### config.mk
export PLATFORM = sky130hd
export DESIGN_NAME = multicycle_controller
export DESIGN_NICKNAME = d
export VERILOG_FILES = /design/src/rtl/multicycle_controller.sv
export SDC_FILE = /design/constraint.sdc
export NUM_CORES = 1
export LEC_CHECK = 0
export ABC_AREA = 1
export CELL_PAD_IN_SITES_DETAIL_PLACEMENT = 0
export CELL_PAD_IN_SITES_GLOBAL_PLACEMENT = 1
export CORE_ASPECT_RATIO = 1.2
export CORE_MARGIN = 4
export CORE_UTILIZATION = 25
export DETAILED_ROUTE_END_ITERATION = 10
export PLACE_DENSITY = 0.8
export SYNTH_ARGS = -nofsm -noshare
export SYNTH_HDL_FRONTEND = slang
export SYNTH_SLANG_ARGS = --single-unit
### constraint.sdc
create_clock -name clock -period 1.7 [get_ports clock]
set_input_delay 0.51 -clock clock [delete_from_list [all_inputs] [get_ports clock]]
set_output_delay 0.51 -clock clock [all_outputs]
set_load 0.01 [all_outputs]
### src/rtl/multicycle_controller.sv
// -----------------------------------------------------------------------------
// multicycle_controller
//
// Control unit for a shared-memory multicycle datapath. Each instruction is
// walked through FETCH / DECODE / memory or execute / writeback states, and all
// datapath controls are driven from the current state. The unit also holds:
//   - an ALU decoder (active only in EXECUTE_R / EXECUTE_I),
//   - an NZCV flags register updated by S-bit data-processing instructions,
//   - condition-code gating of every architectural write,
//   - a sticky illegal-instruction flag, cleared only by reset.
//
// Ports:
//   clock             rising-edge system clock
//   reset_n           synchronous active-low reset
//   operation[1:0]    instruction class (00 dp, 01 mem, 10 branch, 11 undef)
//   funct[5:0]        [5] immediate, [4:1] ALU command, [0] S bit / load bit
//                     ("function" is a reserved word, hence the short name)
//   destination       destination register index
//   condition[3:0]    ARM-style condition code
//   alu_flags[3:0]    NZCV produced by the ALU this cycle
//   pc_write, address_source, instruction_write, memory_write,
//   register_write, result_source, alu_source_a, alu_source_b,
//   immediate_source, register_source, alu_control   datapath controls
//   flags[3:0]        registered NZCV
//   illegal           sticky undefined-instruction flag
//   state[3:0]        current FSM state
// -----------------------------------------------------------------------------
module multicycle_controller #(
    parameter int REG_ADDR_WIDTH     = 4,
    parameter int PC_REG_INDEX       = 2**REG_ADDR_WIDTH - 1,
    parameter bit ENABLE_CONDITIONAL = 1'b1
) (
    input  logic                      clock,
    input  logic                      reset_n,
    input  logic [1:0]                operation,
    input  logic [5:0]                funct,
    input  logic [REG_ADDR_WIDTH-1:0] destination,
    input  logic [3:0]                condition,
    input  logic [3:0]                alu_flags,
    output logic                      pc_write,
    output logic                      address_source,
    output logic                      instruction_write,
    output logic                      memory_write,
    output logic                      register_write,
    output logic [1:0]                result_source,
    output logic                      alu_source_a,
    output logic [1:0]                alu_source_b,
    output logic [1:0]                immediate_source,
    output logic [1:0]                register_source,
    output logic [1:0]                alu_control,
    output logic [3:0]                flags,
    output logic                      illegal,
    output logic [3:0]                state
);

    localparam logic [3:0] S_FETCH         = 4'd0;
    localparam logic [3:0] S_DECODE        = 4'd1;
    localparam logic [3:0] S_MEM_ADDRESS   = 4'd2;
    localparam logic [3:0] S_MEM_READ      = 4'd3;
    localparam logic [3:0] S_MEM_WRITEBACK = 4'd4;
    localparam logic [3:0] S_MEM_WRITE     = 4'd5;
    localparam logic [3:0] S_EXECUTE_R     = 4'd6;
    localparam logic [3:0] S_EXECUTE_I     = 4'd7;
    localparam logic [3:0] S_ALU_WRITEBACK = 4'd8;
    localparam logic [3:0] S_BRANCH        = 4'd9;

    logic [3:0] state_reg, state_next;
    logic [3:0] flags_reg;
    logic       illegal_reg;
    logic       cond_hold_reg;   // condition result captured when leaving DECODE

    logic       cond_live;
    logic       cmd_valid;
    logic       cmd_arith;       // add or sub: C and V are meaningful
    logic [1:0] cmd_control;
    logic       alu_exec;
    logic       dest_is_pc;

    // ---------------------------------------------------------------------
    // Condition evaluation against the registered flags {N,Z,C,V}.
    // ---------------------------------------------------------------------
    logic flag_n, flag_z, flag_c, flag_v;
    assign flag_n = flags_reg[3];
    assign flag_z = flags_reg[2];
    assign flag_c = flags_reg[1];
    assign flag_v = flags_reg[0];

    always_comb begin
        cond_live = 1'b0;
        case (condition)
            4'b0000: cond_live = flag_z;
            4'b0001: cond_live = !flag_z;
            4'b0010: cond_live = flag_c;
            4'b0011: cond_live = !flag_c;
            4'b0100: cond_live = flag_n;
            4'b0101: cond_live = !flag_n;
            4'b0110: cond_live = flag_v;
            4'b0111: cond_live = !flag_v;
            4'b1000: cond_live = flag_c && !flag_z;
            4'b1001: cond_live = !flag_c || flag_z;
            4'b1010: cond_live = (flag_n == flag_v);
            4'b1011: cond_live = (flag_n != flag_v);
            4'b1100: cond_live = !flag_z && (flag_n == flag_v);
            4'b1101: cond_live = flag_z || (flag_n != flag_v);
            4'b1110: cond_live = 1'b1;
            default: cond_live = 1'b0;
        endcase
        if (!ENABLE_CONDITIONAL) begin
            cond_live = 1'b1;
        end
    end

    // ---------------------------------------------------------------------
    // ALU command decode.
    // ---------------------------------------------------------------------
    always_comb begin
        cmd_valid   = 1'b1;
        cmd_arith   = 1'b0;
        cmd_control = 2'b00;
        case (funct[4:1])
            4'b0100: begin cmd_control = 2'b00; cmd_arith = 1'b1; end
            4'b0010: begin cmd_control = 2'b01; cmd_arith = 1'b1; end
            4'b0000: cmd_control = 2'b10;
            4'b1100: cmd_control = 2'b11;
            default: cmd_valid = 1'b0;
        endcase
    end

    assign alu_exec   = (state_reg == S_EXECUTE_R) || (state_reg == S_EXECUTE_I);
    assign dest_is_pc = (destination == REG_ADDR_WIDTH'(PC_REG_INDEX));

    // ---------------------------------------------------------------------
    // Next-state logic.
    // ---------------------------------------------------------------------
    always_comb begin
        state_next = S_FETCH;
        case (state_reg)
            S_FETCH:  state_next = S_DECODE;
            S_DECODE: begin
                case (operation)
                    2'b01:   state_next = S_MEM_ADDRESS;
                    2'b00:   state_next = funct[5] ? S_EXECUTE_I : S_EXECUTE_R;
                    2'b10:   state_next = S_BRANCH;
                    default: state_next = S_FETCH;
                endcase
            end
            S_MEM_ADDRESS:   state_next = funct[0] ? S_MEM_READ : S_MEM_WRITE;
            S_MEM_READ:      state_next = S_MEM_WRITEBACK;
            S_EXECUTE_R,
            S_EXECUTE_I:     state_next = S_ALU_WRITEBACK;
            default:         state_next = S_FETCH;
        endcase
    end

    // ---------------------------------------------------------------------
    // State, flags and sticky illegal register.
    // ---------------------------------------------------------------------
    always_ff @(posedge clock) begin
        if (!reset_n) begin
            state_reg     <= S_FETCH;
            flags_reg     <= 4'b0000;
            illegal_reg   <= 1'b0;
            cond_hold_reg <= 1'b0;
        end else begin
            state_reg <= state_next;
            if (state_reg == S_DECODE) begin
                cond_hold_reg <= cond_live;
                if (operation == 2'b11) begin
                    illegal_reg <= 1'b1;
                end
            end
            if (alu_exec) begin
                if (!cmd_valid) begin
                    illegal_reg <= 1'b1;
                end else if (cond_hold_reg && funct[0]) begin
                    flags_reg[3:2] <= alu_flags[3:2];
                    if (cmd_arith) begin
                        flags_reg[1:0] <= alu_flags[1:0];
                    end
                end
            end
        end
    end

    // ---------------------------------------------------------------------
    // Per-state datapath controls. Conditional writes are also gated by
    // reset_n so nothing commits on an edge where reset is asserted; the
    // FETCH PC increment is left unconditional.
    // ---------------------------------------------------------------------
    always_comb begin
        pc_write          = 1'b0;
        address_source    = 1'b0;
        instruction_write = 1'b0;
        memory_write      = 1'b0;
        register_write    = 1'b0;
        result_source     = 2'b00;
        alu_source_a      = 1'b0;
        alu_source_b      = 2'b00;
        case (state_reg)
            S_FETCH: begin
                instruction_write = 1'b1;
                alu_source_a      = 1'b1;
                alu_source_b      = 2'b10;
                result_source     = 2'b10;
                pc_write          = 1'b1;
            end
            S_DECODE: begin
                alu_source_a  = 1'b1;
                alu_source_b  = 2'b10;
                result_source = 2'b10;
            end
            S_MEM_ADDRESS: alu_source_b = 2'b01;
            S_MEM_READ:    address_source = 1'b1;
            S_MEM_WRITE: begin
                address_source = 1'b1;
                memory_write   = cond_hold_reg && reset_n;
            end
            S_MEM_WRITEBACK: begin
                result_source  = 2'b01;
                register_write = cond_hold_reg && reset_n;
                pc_write       = cond_hold_reg && dest_is_pc && reset_n;
            end
            S_EXECUTE_R: alu_source_b = 2'b00;
            S_EXECUTE_I: alu_source_b = 2'b01;
            S_ALU_WRITEBACK: begin
                // An unknown ALU command writes nothing.
                register_write = cond_hold_reg && cmd_valid && reset_n;
                pc_write       = cond_hold_reg && cmd_valid && dest_is_pc && reset_n;
            end
            S_BRANCH: begin
                alu_source_b  = 2'b01;
                result_source = 2'b10;
                pc_write      = cond_hold_reg && reset_n;
            end
            default: ;
        endcase
    end

    assign alu_control      = (alu_exec && cmd_valid) ? cmd_control : 2'b00;
    assign immediate_source = operation;
    assign register_source  = {operation == 2'b01, operation == 2'b10};
    assign flags            = flags_reg;
    assign illegal          = illegal_reg;
    assign state            = state_reg;

endmodule

# Yosys cells after proc, flatten, opt, wreduce, memory -nomap -nowiden
# Cells that the tools add are included.
# totals
output_inout_bits	25
in_bits	22
wordCells	89
regBits	10
# classes
reduce_logical	31
eq_ne	32
n_mux	21
# ops
op	n
$eq 4x4->1 const B	11
$eq 4x3->1 const B	9
$eq 4x2->1 const B	5
$pmux 4 s5	1
$pmux 1 s15	1
$logic_not 4->1	3
$pmux 4 s3	1
$logic_and 1x1->1	11
$mux 1	11
$eq 4x1->1 const B	2
$pmux 2 s2	2
$reduce_or 2->1	4
$pmux 2 s3	1
$reduce_or 3->1	2
$eq 2x2->1 const B	2
$logic_not 1->1	4
$pmux 1 s4	1
$reduce_and 4->1	1
$reduce_or 4->1	1
$logic_or 1x1->1	3
$mux 3	1
$reduce_and 3->1	1
$eq 2x1->1 const B	1
$logic_not 2->1	1
4 further kinds	4

# Longest topological paths before layout
# Gate-level depths: netlist of the first run.
# logic_depth
depth_word	7
ltp_mapped	10
ltp_nobuf	10

# Least setup slack after synthesis of the first run
# Ideal clock, no wire load.
# synth_path
kind	input -> output
start	input funct[2]
end	output register_write
cell_stages	5
n_path_buf	0
arrival_ps	1150
path_slack_ps	40
t_required_ps	1190
path_cell_list	nor2_1 nand2_1 nand2_1 nor2_1 a21boi_1
# synth_via
elab_chain_len	6
word_cells_on_any_way	9
classes_between	3 x eq/ne; 2 x mux; 4 x reduce/logical
# synth_rtl
item	line	source
from (decl)	36	input logic [5:0] funct,
$eq 4x4->1 (tied with other cells)	120	case (funct[4:1])
$reduce_or 4->1 (no source line) *	n/a	
$mux 1 *	120	
$logic_and 1x1->1 * (2 in a row)	227	register_write = cond_hold_reg && cmd_valid && reset_n;
$pmux 1 s2 *	199	case (state_reg)
to (decl)	44	output logic register_write,
# Every way passes the cells marked *; elsewhere a longest branch is shown, timed or not.

# Worst setup path after layout of the first run
# layout_path
start	register state_reg[0], in the netlist state[0]
end	output register_write
# layout_via
elab_chain_len	2
word_cells_on_any_way	3
classes_between	2 x eq/ne; 1 x mux
# layout_rtl
item	line	source
from (decl)	67	logic [3:0] state_reg, state_next;
from (signal assigned)	165	state_reg <= state_next;
$eq 4x4->1 or $eq 4x3->1 (tied branches)	199	
$pmux 1 s2 *	199	
# Marked as above.

==> results.py, run 1 <==
metrics = {
    "outcome": {
        "outcome": "complete, but fails checks",
        "violations": "setup timing",
    },
    "route": {
        "wl_um": 3050,
        "drtIter0Drc": 62,
        "ant_nets": 0,
        "vias_per_cell": 4.42,
        "dr_wl_met3_um": 215,
        "highest_layer": "met4",
        "drc": 0,
        "avgRoutedWirePerCell_um": 10.8,
        "m1WireLength_um": 1230,
        "first_pass_iters": 4,
        "num_vias": 1250,
        "route.met2.wl_um": 1590,
    },
    "synth": {
        "netlist_area_um2": 908,
        "synthArstFlopShare_pct": 0,
        "syn_area_per_cell_um2": 5.75,
        "synth_area_leader_cell": "dfxtp_1",
        "ys_warn_count": 0,
        "syn_inst": 158,
        "synth_edf_count": 0,
        "synth_seq_cells": 10,
        "ys.flop_type": "dfxtp_1",
        "synth_fp_nets": 180,
        "synth_cell_types": 25,
        "synth_top_area_share_pct": 22.0,
        "synth_most_common_cell": "nand2_1",
        "ys_top_cells_by_count": "38 x nand2_1, 25 x inv_1, 20 x nor2_1, 17 x nand3_1",
        "synthTopCellsByArea": "dfxtp_1 22%, nand2_1 16%, inv_1 10%",
        "ys_seq_area_share_pct": 22.0,
    },
    "power": {
        "p_per_area_nw_per_um2": 513,
        "clock_power_share_pct": 25.6,
        "vdd_drop_max_v": 0.000334,
        "sequentialPowerShare_pct": 28.8,
        "p_sw_mw": 0.301,
        "p_int_mw": 0.626,
        "power_frac_comb_pct": 45.6,
        "leakage_nw": 0.991,
        "p_sw_share_pct": 32.5,
        "p_total_mw": 0.927,
    },
    "layout": {
        "nNetsFinal": 270,
        "n_antenna_cell": 0,
        "area_growth_pct": 99.2,
        "final_util_pct": 52.8,
        "layout-drive-gt1-share_pct": 44.3,
        "final_area_um2": 1810,
    },
    "placed_design": {
        "io_buffers": 46,
        "dp_hpwl_um": 2390,
        "dpl_cell_area_um2": 1670,
        "place.gp.congestion": 0.788,
    },
    "flow_run": {
        "max-cap-violations": 0,
    },
    "floorplanning": {
        "initial_core_util_pct": 26.5,
        "die_h_um": 74.0,
        "core_um2": 3420,
        "dieArea_um2": 4670,
        "rows": 23,
        "die_x_um": 63.0,
        "ios": 47,
    },
    "global_route": {
        "grt_max_degree": 7,
        "grt_pass1_wl_um": 5210,
        "grt-ovfl-total": 0,
        "antenna_found_initial": 0,
        "grtUsageTotal_pct": 13.7,
        "grt_pass1_vias": 1254,
    },
    "sta": {
        "setup_ws_ns": -0.150,
        "fin_setup_tns_ns": -0.426,
        "holdWs_ns": 0.460,
        "drv_slew": 0,
        "worst_pin_slew_ns": 0.236,
        "slew_headroom_pct": 84.2,
        "fin_crit_sh_pct": 109,
        "period_needed_ns": 1.85,
        "clock_skew_ns": 0.000915,
        "finalSetupViolCount": 6,
        "rsz0062_at_grt": "true",
        "hold_violations": 0,
        "max_freq_mhz": 541,
    },
    "setup_path": {
        "arrival_ns": 1.34,
        "critPathKind": "reg2out",
        "crit_fanout": 3,
        "worstRegToRegCells": 9,
        "r2r_start": "state[2]",
        "crit_path_end_kind": "output port",
        "critical_path_required_ns": 1.19,
        "rrSetupSlack_ns": 0.38,
        "critPathLaunchType": "flip-flop",
        "worstSetupStartpoint": "state[0]",
        "r2r-end": "flags[3]",
        "crit_path_end": "register_write",
    },
    "cts": {
        "clk_latency_ns": 0.23,
        "htreeDepth": 1,
        "clock-sinks": 10,
        "ctsHoldBuffers": 0,
        "clockBufferDepth": 2,
        "cts_tree": "built",
        "clkTransAtPathRegs_ns": 0.04,
        "root_buffer": "clkbuf_8",
        "cts_buffers": 3,
    },
    "worst_hold_path": {
        "hold_class": "reg2reg",
        "worstHoldStart": "illegal",
    },
}
-- power groups by stage --
| stage | registers, mW | clock network, mW | logic [mW] |
|---|---|---|---|
| global route | 0.268 | 0.257 | 0.464 |
| detailed placement | 0.270 | 0 | 0.418 |
| floorplan | 0.270 | 0 | 0.155 |
| CTS | 0.267 | 0.248 | 0.404 |
| finish | 0.267 | 0.238 | 0.423 |
| global placement | 0.270 | 0 | 0.418 |
-- area by class of cell --
cell class / instances / area (um^2)
Inverter: 30 / 119
Multi-Input combinational cell: 115 / 661
Fill cell: 360 / 1620
Tap cell: 37 / 46.3
Sequential cell: 10 / 215
Timing Repair Buffer: 88 / 727
Clock buffer: 3 / 41.3
-- logic make-up after synthesis --
logic type,after synthesis,synth area share [%]
AND/OR/NAND/NOR,90,46.3
AO/OA/AOI/OAI,25,16.3
buffers and inverters,33,15.4
flip-flops,10,22.0
-- how the worst min path moves through the flow --
stage                     cells past startpoint       to
final                                         2  illegal
after global routing                          2  illegal
after CTS                                     2  illegal
after detailed placement                      2  illegal
after global placement                        2  illegal
after floorplan                               2  illegal
-- cells in the final DEF (no fill, tap or decap), drive strengths merged --
cell type | synthesis | final
a21oi | 11 | 11
nor3 | 2 | 2
clkinv | 1 | 1
clkbuf | 0 | 3
dfxtp | 10 | 10
dlygate4sd2 | 0 | 13
nand3 | 17 | 17
nor2 | 27 | 27
o211ai | 2 | 2
nand4 | 1 | 1
clkdlybuf4s15 | 0 | 2
dlymetal6s2s | 0 | 6
a211oi | 1 | 1
nand3b | 1 | 1
clkdlybuf4s50 | 0 | 7
o21ai | 7 | 7
buf | 3 | 60
nand2 | 42 | 42
inv | 29 | 29
a31oi | 2 | 2
a21boi | 2 | 2
-- what timing repair did --
item	in CTS	in global routing
resized for setup	127	20
endpoints found under the setup margin	22	15
pin swaps	13	14
buffers inserted	2	2
-- metrics by stage --
| step | cells | worst slack (ns) |
|---|---|---|
| after floorplan | 158 | 0.0403 |
| after global placement | 276 | -0.909 |
| after detailed placement | 276 | -0.949 |
| after CTS | 281 | -0.150 |
| after global routing | 283 | -0.221 |
| final | 283 | -0.150 |
-- worst max-delay path, stage by stage (launching register included) --
cell and delay, ns:
dfxtp_4 0.35, nor2_4 0.15, nand3_2 0.11, a21oi_2 0.17, a21boi_2 0.19, buf_2 0.15
-- metal layers --
| metal | vias to the layer above | GRT usage (%) |
|---|---|---|
| met5 | - | 0 |
| met4 | 0 | 2.21 |
| met3 | 2 | 4.08 |
| met2 | 35 | 27.7 |
| met1 | 534 | 14.2 |
| li1 | 679 | - |
No activity file was read; power rests on OpenSTA's default activity.
==> run 2, diff against run 1 <==
CORE_UTILIZATION = 22   (was 25)
PLACE_DENSITY = 0.75   (was 0.8)
clock period = 1.64 ns   (was 1.7 ns; I/O delays follow)
==> run 2 against run 1 <==
  * The flow still finishes with violations (setup timing)
  * Non-clock buffer count down 4
  * Critical endpoint is now pc_write
  * Setup slack better by 0.019 ns
  * Final cell count up 4.6%
==> results.py, run 2 (synthesis gave the netlist of run 1 again) <==
metrics = {
    "power": {
        "p_per_area_nw_per_um2": 537,
        "power_frac_comb_pct": 46.3,
        "p_int_mw": 0.659,
        "p_sw_mw": 0.316,
        "p_total_mw": 0.974,
        "sequentialPowerShare_pct": 28.5,
        "clock_power_share_pct": 25.2,
        "vdd_drop_max_v": 0.000454,
        "p_sw_share_pct": 32.4,
        "leakage_nw": 0.944,
    },
    "route": {
        "first_pass_iters": 4,
        "wl_um": 3030,
        "vias_per_cell": 4.23,
        "avgRoutedWirePerCell_um": 10.3,
        "drc": 0,
        "num_vias": 1253,
        "drtIter0Drc": 36,
        "ant_nets": 0,
    },
    "setup_path": {
        "crit_fanout": 3,
        "arrival_ns": 1.28,
        "max_stage_delay_ns": 0.13,
        "worstSetupStartpoint": "funct[2]",
        "critPathSlowestCell": "buf_2",
        "crit_chain": "buf_2 -> nor2_4 -> nand3_2 -> nand2_2 -> nor3_2 -> nor2_1 -> nand2_1 -> nand3_1 -> buf_2",
        "r2r_start": "state[2]",
        "critPathLaunchType": "primary input",
        "crit_path_end_kind": "output port",
        "cpMostUsedCell": "buf_2",
        "critical_path_required_ns": 1.15,
        "critPathKind": "in2out",
        "rrSetupSlack_ns": 0.31,
    },
    "layout": {
        "layout_common_cells": "36 x buf_4, 33 x nand2_1, 23 x inv_1",
        "layout-drive-gt1-share_pct": 42.1,
        "final_util_pct": 45.6,
        "area_growth_pct": 99.6,
        "n_fill_cell": 444,
        "n_antenna_cell": 0,
        "nNetsFinal": 266,
        "layout_commonest_cell": "buf_4",
    },
    "sta": {
        "clock_skew_ns": 0.00107,
        "fin_crit_sh_pct": 108,
        "rsz0062_at_grt": "true",
        "setup_ws_ns": -0.131,
        "worst_pin_slew_ns": 0.238,
        "finalSetupViolCount": 8,
        "hold_violations": 0,
        "period_needed_ns": 1.77,
        "slew_headroom_pct": 84.1,
        "drv_slew": 0,
        "max_freq_mhz": 565,
    },
    "cts": {
        "clockBufferDepth": 2,
        "clk_latency_ns": 0.23,
        "clock-sinks": 10,
        "clkTransAtPathRegs_ns": 0.04,
        "root_buffer": "clkbuf_8",
        "cts_tree": "built",
        "cts_buffers": 3,
        "htreeDepth": 1,
    },
    "global_route": {
        "grt-ovfl-total": 0,
        "grt_pass1_wl_um": 5050,
        "grt_pass1_vias": 1223,
        "antenna_found_initial": 0,
        "grtUsageTotal_pct": 11.9,
        "grt_max_degree": 7,
    },
    "placed_design": {
        "dp_hpwl_um": 2520,
        "place.gp.congestion": 0.822,
        "io_buffers": 46,
        "place_worst_setup_slack_ns": -0.964,
    },
    "worst_hold_path": {
        "worstHoldStart": "illegal",
        "hold_class": "reg2reg",
    },
    "floorplanning": {
        "initial_core_util_pct": 22.9,
        "rows": 25,
        "die_h_um": 78.4,
        "die_x_um": 66.7,
        "dieArea_um2": 5230,
        "core_um2": 3970,
        "ios": 47,
    },
    "outcome": {
        "violations": "setup timing",
        "outcome": "complete, but fails checks",
    },
    "flow_run": {
        "max-cap-violations": 0,
    },
}
==> run 2: cell types whose count changed in the layout (fill, tap and decap cells not counted), sizes merged <==
cell and delta:
dlymetal6s2s -2, buf -5, dlygate4sd2 +3
==> run 2: critical path, delay by kind of cell <==
| family | cells | cell delay [ns] |
|---|---|---|
| buffers and inverters | 2 | 0.25 |
| and+or+nand+nor | 7 | 0.54 |
==> run 2: path summary, 6_finish.rpt <==
check        endpoint  cells after the start
max          pc_write                      9
min           illegal                      2
max reg2reg  flags[0]                      9
min reg2reg   illegal                      2
==> run 2: repair_timing <==
| action | 4_1_cts | 5_1_grt |
|---|---|---|
| resized for setup | 125 | 19 |
| pin swaps | 11 | 7 |
| hold buffers | 0 | 0 |
| buffers inserted | 0 | 2 |
| endpoints found under the setup margin | 24 | 13 |
==> run 2: final cells by class <==
cell class | count | area (um^2) | area share, %
inverters | 30 | 119 | 6.56
multi-input cells | 115 | 668 | 36.9
repair buffers | 84 | 702 | 38.7
well taps | 54 | 67.6 | 3.73
flip-flops and latches | 10 | 215 | 11.9
clock buffers | 3 | 41.3 | 2.28
==> run 2: per-layer routing <==
layer  global-route usage (%)  wire (um)  vias to the layer above  share of wire (%)
met5                        0          0                        -                  0
met2                     22.0       1560                       28                 51
met3                     3.43        178                        0                5.9
li1                         -          -                      667                  -
met1                     14.0       1300                      558                 43
met4                    0.610          0                        0                  0
==> run 2: through the flow <==
step | instance area (um^2) | hold slack, ns | TNS [ns] | cells
floorplan | 908 | 0.492 | 0 | 158
global placement | 1680 | 0.458 | -9.07 | 291
detailed placement | 1680 | 0.462 | -9.35 | 291
CTS | 1730 | 0.470 | -0.752 | 294
global route | 1810 | 0.501 | -1.41 | 296
finish | 1810 | 0.462 | -0.625 | 296
==> run 2: power by group through the flow <==
stage          clock network, mW  registers, mW  logic [mW]
2_1_floorplan                  0          0.280       0.161
3_3_place_gp                   0          0.280       0.425
3_5_place_dp                   0          0.280       0.426
4_1_cts                    0.254          0.279       0.405
5_1_grt                    0.268          0.280       0.498
6_report                   0.245          0.278       0.451
